## src/rtl/seg_pkg.sv

```systemverilog
// Shared definitions for the 7-segment pattern receiver: FSM states, glyph table,
// io_in/io_out bit positions and the frame timer width.
package seg_pkg;

    typedef enum logic [2:0] {
        ST_IDLE    = 3'd0,
        ST_SHIFT   = 3'd1,
        ST_DECODE  = 3'd2,
        ST_ABORT   = 3'd3,
        ST_WAITEND = 3'd4
    } state_e;

    localparam int TIMER_W = 8;

    // Common-cathode patterns, bit6=g ... bit0=a, indexed by hex digit.
    localparam logic [6:0] GLYPH [16] = '{
        7'h3F, 7'h06, 7'h5B, 7'h4F, 7'h66, 7'h6D, 7'h7D, 7'h07,
        7'h7F, 7'h6F, 7'h77, 7'h7C, 7'h39, 7'h5E, 7'h79, 7'h71
    };
    localparam logic [6:0] GLYPH_7_ALT = 7'h27;
    localparam logic [6:0] GLYPH_9_ALT = 7'h67;

    localparam int IO_CLK   = 0;
    localparam int IO_RST   = 1;
    localparam int IO_SDATA = 2;
    localparam int IO_SSTB  = 3;
    localparam int IO_SFRM  = 4;

    localparam int OUT_VALID = 4;
    localparam int OUT_ERR   = 5;
    localparam int OUT_DONE  = 6;
    localparam int OUT_BUSY  = 7;

endpackage

```

## src/rtl/seg_decode.sv

```systemverilog
// Combinational glyph lookup: 7-bit segment pattern to {legal, hex digit}.
module seg_decode
    import seg_pkg::*;
(
    input  logic [6:0] pattern_i,
    output logic       legal_o,
    output logic [3:0] digit_o
);

    always_comb begin
        legal_o = 1'b0;
        digit_o = 4'h0;
        for (int i = 0; i < 16; i++) begin
            if (pattern_i == GLYPH[i]) begin
                legal_o = 1'b1;
                digit_o = 4'(i);
            end
        end
        if (pattern_i == GLYPH_7_ALT) begin
            legal_o = 1'b1;
            digit_o = 4'h7;
        end
        if (pattern_i == GLYPH_9_ALT) begin
            legal_o = 1'b1;
            digit_o = 4'h9;
        end
    end

endmodule

```

## src/rtl/seg_pattern_rx.sv

```systemverilog
// Serial 7-segment pattern receiver: synchronizes the framed bit stream, shifts in
// segments g..a, decodes the glyph and reports value/valid/err/done/busy on io_out.
module seg_pattern_rx
    import seg_pkg::*;
#(
    parameter int TIMEOUT     = 255,
    parameter int SYNC_STAGES = 2
) (
    input  logic [7:0] io_in,
    output logic [7:0] io_out
);

    logic clk;
    logic rst;
    assign clk = io_in[IO_CLK];
    assign rst = io_in[IO_RST];

    logic unused_io;
    assign unused_io = ^io_in[7:5];

    logic [SYNC_STAGES-1:0] sdata_sync_q, sstb_sync_q, sfrm_sync_q;
    logic                   sstb_prev_q, sfrm_prev_q, stb_edge_q;
    logic                   sdata_s, sstb_s, sfrm_s, frm_rise;

    assign sdata_s  = sdata_sync_q[SYNC_STAGES-1];
    assign sstb_s   = sstb_sync_q[SYNC_STAGES-1];
    assign sfrm_s   = sfrm_sync_q[SYNC_STAGES-1];
    assign frm_rise = sfrm_s & ~sfrm_prev_q;

    // The strobe edge is registered once more so a rise is acted on SYNC_STAGES+1 edges later.
    always_ff @(posedge clk) begin
        if (rst) begin
            sdata_sync_q <= '0;
            sstb_sync_q  <= '0;
            sfrm_sync_q  <= '0;
            sstb_prev_q  <= 1'b0;
            sfrm_prev_q  <= 1'b0;
            stb_edge_q   <= 1'b0;
        end else begin
            sdata_sync_q <= {sdata_sync_q[SYNC_STAGES-2:0], io_in[IO_SDATA]};
            sstb_sync_q  <= {sstb_sync_q[SYNC_STAGES-2:0], io_in[IO_SSTB]};
            sfrm_sync_q  <= {sfrm_sync_q[SYNC_STAGES-2:0], io_in[IO_SFRM]};
            sstb_prev_q  <= sstb_s;
            sfrm_prev_q  <= sfrm_s;
            stb_edge_q   <= sstb_s & ~sstb_prev_q;
        end
    end

    state_e             state_q, state_d;
    logic [6:0]         shift_q, shift_d;
    logic [2:0]         cnt_q, cnt_d;
    logic [TIMER_W-1:0] timer_q, timer_d;
    logic [3:0]         value_q, value_d;
    logic               valid_q, valid_d;
    logic               err_q, err_d;
    logic               done_q, done_d;

    logic               dec_legal;
    logic [3:0]         dec_digit;

    seg_decode u_decode (
        .pattern_i (shift_q),
        .legal_o   (dec_legal),
        .digit_o   (dec_digit)
    );

    always_ff @(posedge clk) begin
        if (rst) begin
            state_q <= ST_IDLE;
            shift_q <= '0;
            cnt_q   <= '0;
            timer_q <= '0;
            value_q <= '0;
            valid_q <= 1'b0;
            err_q   <= 1'b0;
            done_q  <= 1'b0;
        end else begin
            state_q <= state_d;
            shift_q <= shift_d;
            cnt_q   <= cnt_d;
            timer_q <= timer_d;
            value_q <= value_d;
            valid_q <= valid_d;
            err_q   <= err_d;
            done_q  <= done_d;
        end
    end

    always_comb begin
        state_d = state_q;
        shift_d = shift_q;
        cnt_d   = cnt_q;
        timer_d = timer_q;
        value_d = value_q;
        valid_d = valid_q;
        err_d   = err_q;
        done_d  = 1'b0;
        case (state_q)
            ST_IDLE: begin
                if (frm_rise) begin
                    state_d = ST_SHIFT;
                    shift_d = '0;
                    cnt_d   = '0;
                    timer_d = '0;
                    valid_d = 1'b0;
                    err_d   = 1'b0;
                end
            end
            ST_SHIFT: begin
                // A strobe takes priority over both frame drop and timeout.
                if (stb_edge_q) begin
                    shift_d = {shift_q[5:0], sdata_s};
                    cnt_d   = cnt_q + 3'd1;
                    timer_d = '0;
                    if (cnt_q == 3'd6) begin
                        state_d = ST_DECODE;
                    end
                end else if (!sfrm_s) begin
                    state_d = ST_ABORT;
                end else if (timer_q == TIMER_W'(TIMEOUT)) begin
                    state_d = ST_ABORT;
                end else begin
                    timer_d = timer_q + 1'b1;
                end
            end
            ST_DECODE: begin
                if (dec_legal) begin
                    value_d = dec_digit;
                    valid_d = 1'b1;
                    err_d   = 1'b0;
                end else begin
                    valid_d = 1'b0;
                    err_d   = 1'b1;
                end
                done_d  = 1'b1;
                state_d = ST_WAITEND;
            end
            ST_ABORT: begin
                valid_d = 1'b0;
                err_d   = 1'b1;
                done_d  = 1'b1;
                state_d = ST_WAITEND;
            end
            ST_WAITEND: begin
                if (!sfrm_s) begin
                    state_d = ST_IDLE;
                end
            end
            default: state_d = ST_IDLE;
        endcase
    end

    always_comb begin
        io_out            = '0;
        io_out[3:0]       = value_q;
        io_out[OUT_VALID] = valid_q;
        io_out[OUT_ERR]   = err_q;
        io_out[OUT_DONE]  = done_q;
        io_out[OUT_BUSY]  = (state_q != ST_IDLE);
    end

endmodule

```

## config.mk

```make
export PLATFORM = sky130hd
export DESIGN_NAME = seg_pattern_rx
export DESIGN_NICKNAME = d
export VERILOG_FILES = /design/src/rtl/seg_pkg.sv /design/src/rtl/seg_decode.sv /design/src/rtl/seg_pattern_rx.sv
export SDC_FILE = /design/constraint.sdc
export NUM_CORES = 1
export LEC_CHECK = 0
export CAP_MARGIN = 20
export CELL_PAD_IN_SITES_DETAIL_PLACEMENT = 1
export CELL_PAD_IN_SITES_GLOBAL_PLACEMENT = 2
export CORE_MARGIN = 1.5
export CORE_UTILIZATION = 35
export DETAILED_ROUTE_END_ITERATION = 10
export PLACE_DENSITY_LB_ADDON = 0.15
export SLEW_MARGIN = 20
export SYNTH_ARGS = -nofsm -noshare
export SYNTH_HDL_FRONTEND = slang
export SYNTH_HIERARCHICAL = 1
export SYNTH_SLANG_ARGS = --single-unit
```

## constraint.sdc

```tcl
create_clock -name io_in -period 2.95 [get_ports io_in]
set_input_delay 0.295 -clock io_in [delete_from_list [all_inputs] [get_ports io_in]]
set_output_delay 0.295 -clock io_in [all_outputs]
set_load 0.01 [all_outputs]
```

# --- Word level (Yosys, flattened, before mapping) ---
# Cells that the tools add are included.
totals:
  reg_bits: 37
  word_cells: 120
classes:
  mux: 59
  n_reduce_logical: 10
  n_addsub: 2
  eq_ne: 31
  bitwise: 4
ops:
  columns: ["cell", "n"]
  rows:
  - ["$eq 7x7->1 const B", 13]
  - ["$mux 4", 10]
  - ["$mux 3", 12]
  - ["$mux 8", 4]
  - ["$mux 1", 23]
  - ["$eq 7x6->1 const B", 3]
  - ["$pmux 8 s2", 1]
  - ["$eq 7x3->1 const B", 2]
  - ["$mux 7", 2]
  - ["$pmux 7 s2", 1]
  - ["$pmux 3 s4", 1]
  - ["$ne 3x3->1 const B", 3]
  - ["$add 8x1->8 const B", 1]
  - ["$eq 8x8->1 const B", 1]
  - ["$reduce_and 4->1", 2]
  - ["$eq 3x2->1 const B", 2]
  - ["$eq 3x3->1 const B", 2]
  - ["$ne 2x2->1 const B", 3]
  - ["$pmux 1 s3", 2]
  - ["$pmux 3 s2", 1]
  - ["$reduce_bool 3->1", 2]
  - ["$mux 2", 2]
  - ["$ne 4x4->1 const B", 1]
  - ["$reduce_and 2->1", 2]
  - ["other kinds (8)", 10]

# --- Depth between registers and ports, before layout ---
logic_depth:
  ltp_word: 21
  mapped_depth: 9

# --- By module ---
# Netlist, hierarchy kept.
by_module_without_submodules:
  columns: ["mod", "instances", "cells_per_inst", "seq_area_each_um2", "area_per_inst_um2"]
  rows:
  - ["seg_pattern_rx", 1, 163, 740.7, 1566.5]
  - ["seg_decode", 1, 60, 0.0, 394.1]

# --- Worst setup path after synthesis ---
# No wires, ideal clock.
synth_timing:
  path_kind: "register to register"
  from: "reg shift_q[4]"
  to: "reg value_q[0]"
  period_less_slack_ns: 2.144
  t_arrival_ns: 2.017
  setup_time_ns: 0.128
  path_buffers: 1
  slack_ns: 0.806
  path_stages_with_launch: 10
  path_cell_list: "dfxtp_1 buf_4 or3b_1 a21oi_1 a31oi_1 o311a_1 o311ai_1 nor3b_4 mux2i_1 nor2_1"
synth_between:
  elab_chain_cells: 20
synth_lines:
  columns: ["element", "line", "rtl"]
  rows:
  - ["start: declaration", "seg_pattern_rx.sv:50", "logic [6:0] shift_q, shift_d;"]
  - ["start signal: assignment", "seg_pattern_rx.sv:79", "shift_q <= shift_d;"]
  - ["$eq 7x6->1", "seg_decode.sv:14", "if (pattern_i == GLYPH[i]) begin"]
  - ["$mux 1 (16 in a row)", "seg_decode.sv:14", null]
  - ["$mux 1", "seg_decode.sv:19", "if (pattern_i == GLYPH_7_ALT) begin"]
  - ["$mux 1 *", "seg_decode.sv:23", "if (pattern_i == GLYPH_9_ALT) begin"]
  - ["via dec_legal", "seg_pattern_rx.sv:58", "logic dec_legal;"]
  - ["$reduce_and 2->1 (no source line) *", null, null]
  - ["end signal: assignment", "seg_pattern_rx.sv:82", "value_q <= value_d;"]
  - ["end: declaration", "seg_pattern_rx.sv:53", "logic [3:0] value_q, value_d;"]
# The timed path passes the listed nets; every way through them passes the cells marked *.
# A chain may end at the register's enable or synchronous reset.

==> reports/metrics.yaml <==
postSynthRegisterBits: 37
insertion_delay_ns: 0.29
max_freq_mhz: 404.9
cp_cell_sequence: "clkbuf_8 -> clkbuf_8 -> or3_1 -> clkbuf_8 -> clkbuf_8 -> a311oi_1"
ant_nets: 0
initial_core_util: 0.3605
cp_slowest_cell: "or3_1"
nNetsFinal: 247
io_pins: 16
hold_ws_ns: -0.1598
cap_violations: 0
cts_hold_buf: 0
cp_max_fo: 11
grt_antenna_before_repair: 0
synth-edff-count: 0
synth_ff_type: "dfxtp_1"
critPathMostFrequentCell: "clkbuf_8"
detail_route.vias_per_cell: 5.634
dr.first_iter.drc_count: 66
maxSlewViolCount: 0
die_h_um: 77.85
syn_avg_cell_area_um2: 8.792
slew_headroom: 0.5992
port_buffers: 8
std_cell_rows: 27
endpoint_kind: "flop"
tns_ns: 0
drive_gt1_frac: 0.1612
n_antenna_cell: 0
reg2reg_setup_slack_ns: 0.48
synth_nets: 234
status: "complete, but fails checks"
die_area_um2: 6060
ir_drop_mv: 0.4773
register_area_um2: 740.7
power_density_nw_per_um2: 873.7
hold_viol_final: 3
grt_first_pass_wirelength_um: 8749
fin_crit_sh: 0.8471
worstPathArrival_ns: 2.67
final_cell_mix: "37 x dfxtp_1, 22 x nor2_1, 20 x clkbuf_8, 12 x nor2b_1, 11 x nand2_1"
grt_pass1_vias: 2195
cp-start-kind: "clock port"
cts_tree: "built"
final_common_cell: "dfxtp_1"
syn_inst: 223
final_util: 0.4362
async_flop_share: 0
hpwl_um: 3401
grt-ovfl-total: 0
cts.repair.resized: 0
hold_path.class: "clock port to flop"
tightest_slew_ns: 0.5987
crit_path_max_incr_delay_ns: 0.32
cts.clk_slew.worst_paths_ns: 0.08
violations: "negative hold slack"
multiInputGateArea_um2: 1082
finClkSkew_ns: 0.007253
ys_types: 60
postCtsSetupRepairBufs: 0
ys_seq_area_frac: 0.3778
worstSetupPathType: "clock port to flop"
gp_congestion: 0.8423
die_w_um: 77.85
n_fill_cell: 644
wl_per_cell_um: 16.53
dr.pass1.iters: 5
period_needed_ns: 2.499
wl_um: 5190
track_usage: 0.2027
syn_to_final_growth_pct: 21.00
ys.warnings.count: 6
synthesis.area_um2: 1961
coreArea_um2: 5439
cp.required_ns: 3.12
final-setup-viol-count: 0
rsz0062_at_grt: "false"
drc: 0
vias: 1769
power.leakage_nw: 0.8754
grt_max_degree: 17
[Yosys cell counts, drive strengths merged (5+ instances only)]
| library cell | number | area (um2) |
|---|---|---|
| a22oi | 10 | 75.07 |
| nor2b | 12 | 75.07 |
| nand3 | 7 | 35.03 |
| a31oi | 5 | 31.28 |
| nand2b | 6 | 40.04 |
| nand2 | 11 | 41.29 |
| nor2 | 23 | 88.84 |
| a211oi | 5 | 42.54 |
| buf | 12 | 96.34 |
| o21ai | 12 | 67.56 |
| dfxtp | 37 | 740.7 |
| inv | 6 | 22.52 |
| and3 | 6 | 43.79 |
| a21oi | 9 | 45.04 |
| clkbuf | 5 | 18.77 |
[per-stage QoR]
step	hold slack [ns]	cell area, um2	std cells	setup slack [ns]	total power (W)
4_1_cts	-0.1584	2372	314	0.3971	0.002153
2_1_floorplan	0.1282	1961	223	0.7136	0.0009626
6_report	-0.1598	2372	314	0.4511	0.002073
3_5_place_dp	0.06465	2023	287	0.5384	0.0008374
5_1_grt	-0.1472	2372	314	0.2736	0.002264
3_3_place_gp	0.06465	2023	287	0.6103	0.0008374
[worst paths after layout]
kind                            cells past startpoint         from             end
worst max-delay path                                6     io_in[1]      state_q[0]
worst min-delay path                                1     io_in[4]  sfrm_sync_q[0]
worst max register to register                      8   shift_q[4]      value_q[0]
worst min register to register                      1  sstb_prev_q      stb_edge_q
[routing by layer]
metal	share of wire	GRT usage	up-vias
met5	0	0	-
met4	0.038	0.2582	0
met3	0.055	0.1671	25
met2	0.49	0.2661	56
met1	0.41	0.1662	850
li1	-	-	838
[critical path: cells and delay by family]
family          cells  cell delay [ns]
simple gates        1             0.32
buf+inv             4             0.56
compound gates      1             0.30
[flip-flops by register name, indices dropped and copies added, names as in the netlist]
| register | flops |
|---|---|
| sstb_sync_q | 2 |
| cnt_q | 3 |
| shift_q | 7 |
| value_q | 4 |
| sfrm_prev_q | 1 |
| err_q | 1 |
| valid_q | 1 |
| sdata_sync_q | 2 |
| done_q | 1 |
| stb_edge_q | 1 |
| sstb_prev_q | 1 |
| state_q | 3 |
| timer_q | 8 |
| sfrm_sync_q | 2 |
[report_power, final]
group	internal (W)	total [W]	switching [W]
clock	0.000911	0.00151	0.000603
sequential	0.000558	0.000558	0
combinational	0	0.000000000290	0
[cell families (layout without fill, tap and decap cells)]
kind of cell,count (synthesis),count (layout),synth area share
adder cells (fa/ha/maj),3,3,0.01915
AO/OA/AOI/OAI,61,61,0.2170
XOR/XNOR,3,3,0.01340
buffers and inverters,23,42,0.07020
flip-flops,37,37,0.3778
AND/OR/NAND/NOR,92,92,0.2821
multiplexers,4,4,0.02042
[layout make-up]
| class | count | share of cell area |
|---|---|---|
| Sequential cell | 37 | 0.3122 |
| Timing Repair Buffer | 9 | 0.03692 |
| Inverter | 6 | 0.009494 |
| Clock inverter | 5 | 0.02795 |
| Tap cell | 72 | 0.03797 |
| Clock buffer | 22 | 0.1192 |
| Multi-Input combinational cell | 163 | 0.4562 |
No activity file was read; power rests on OpenSTA's default activity.
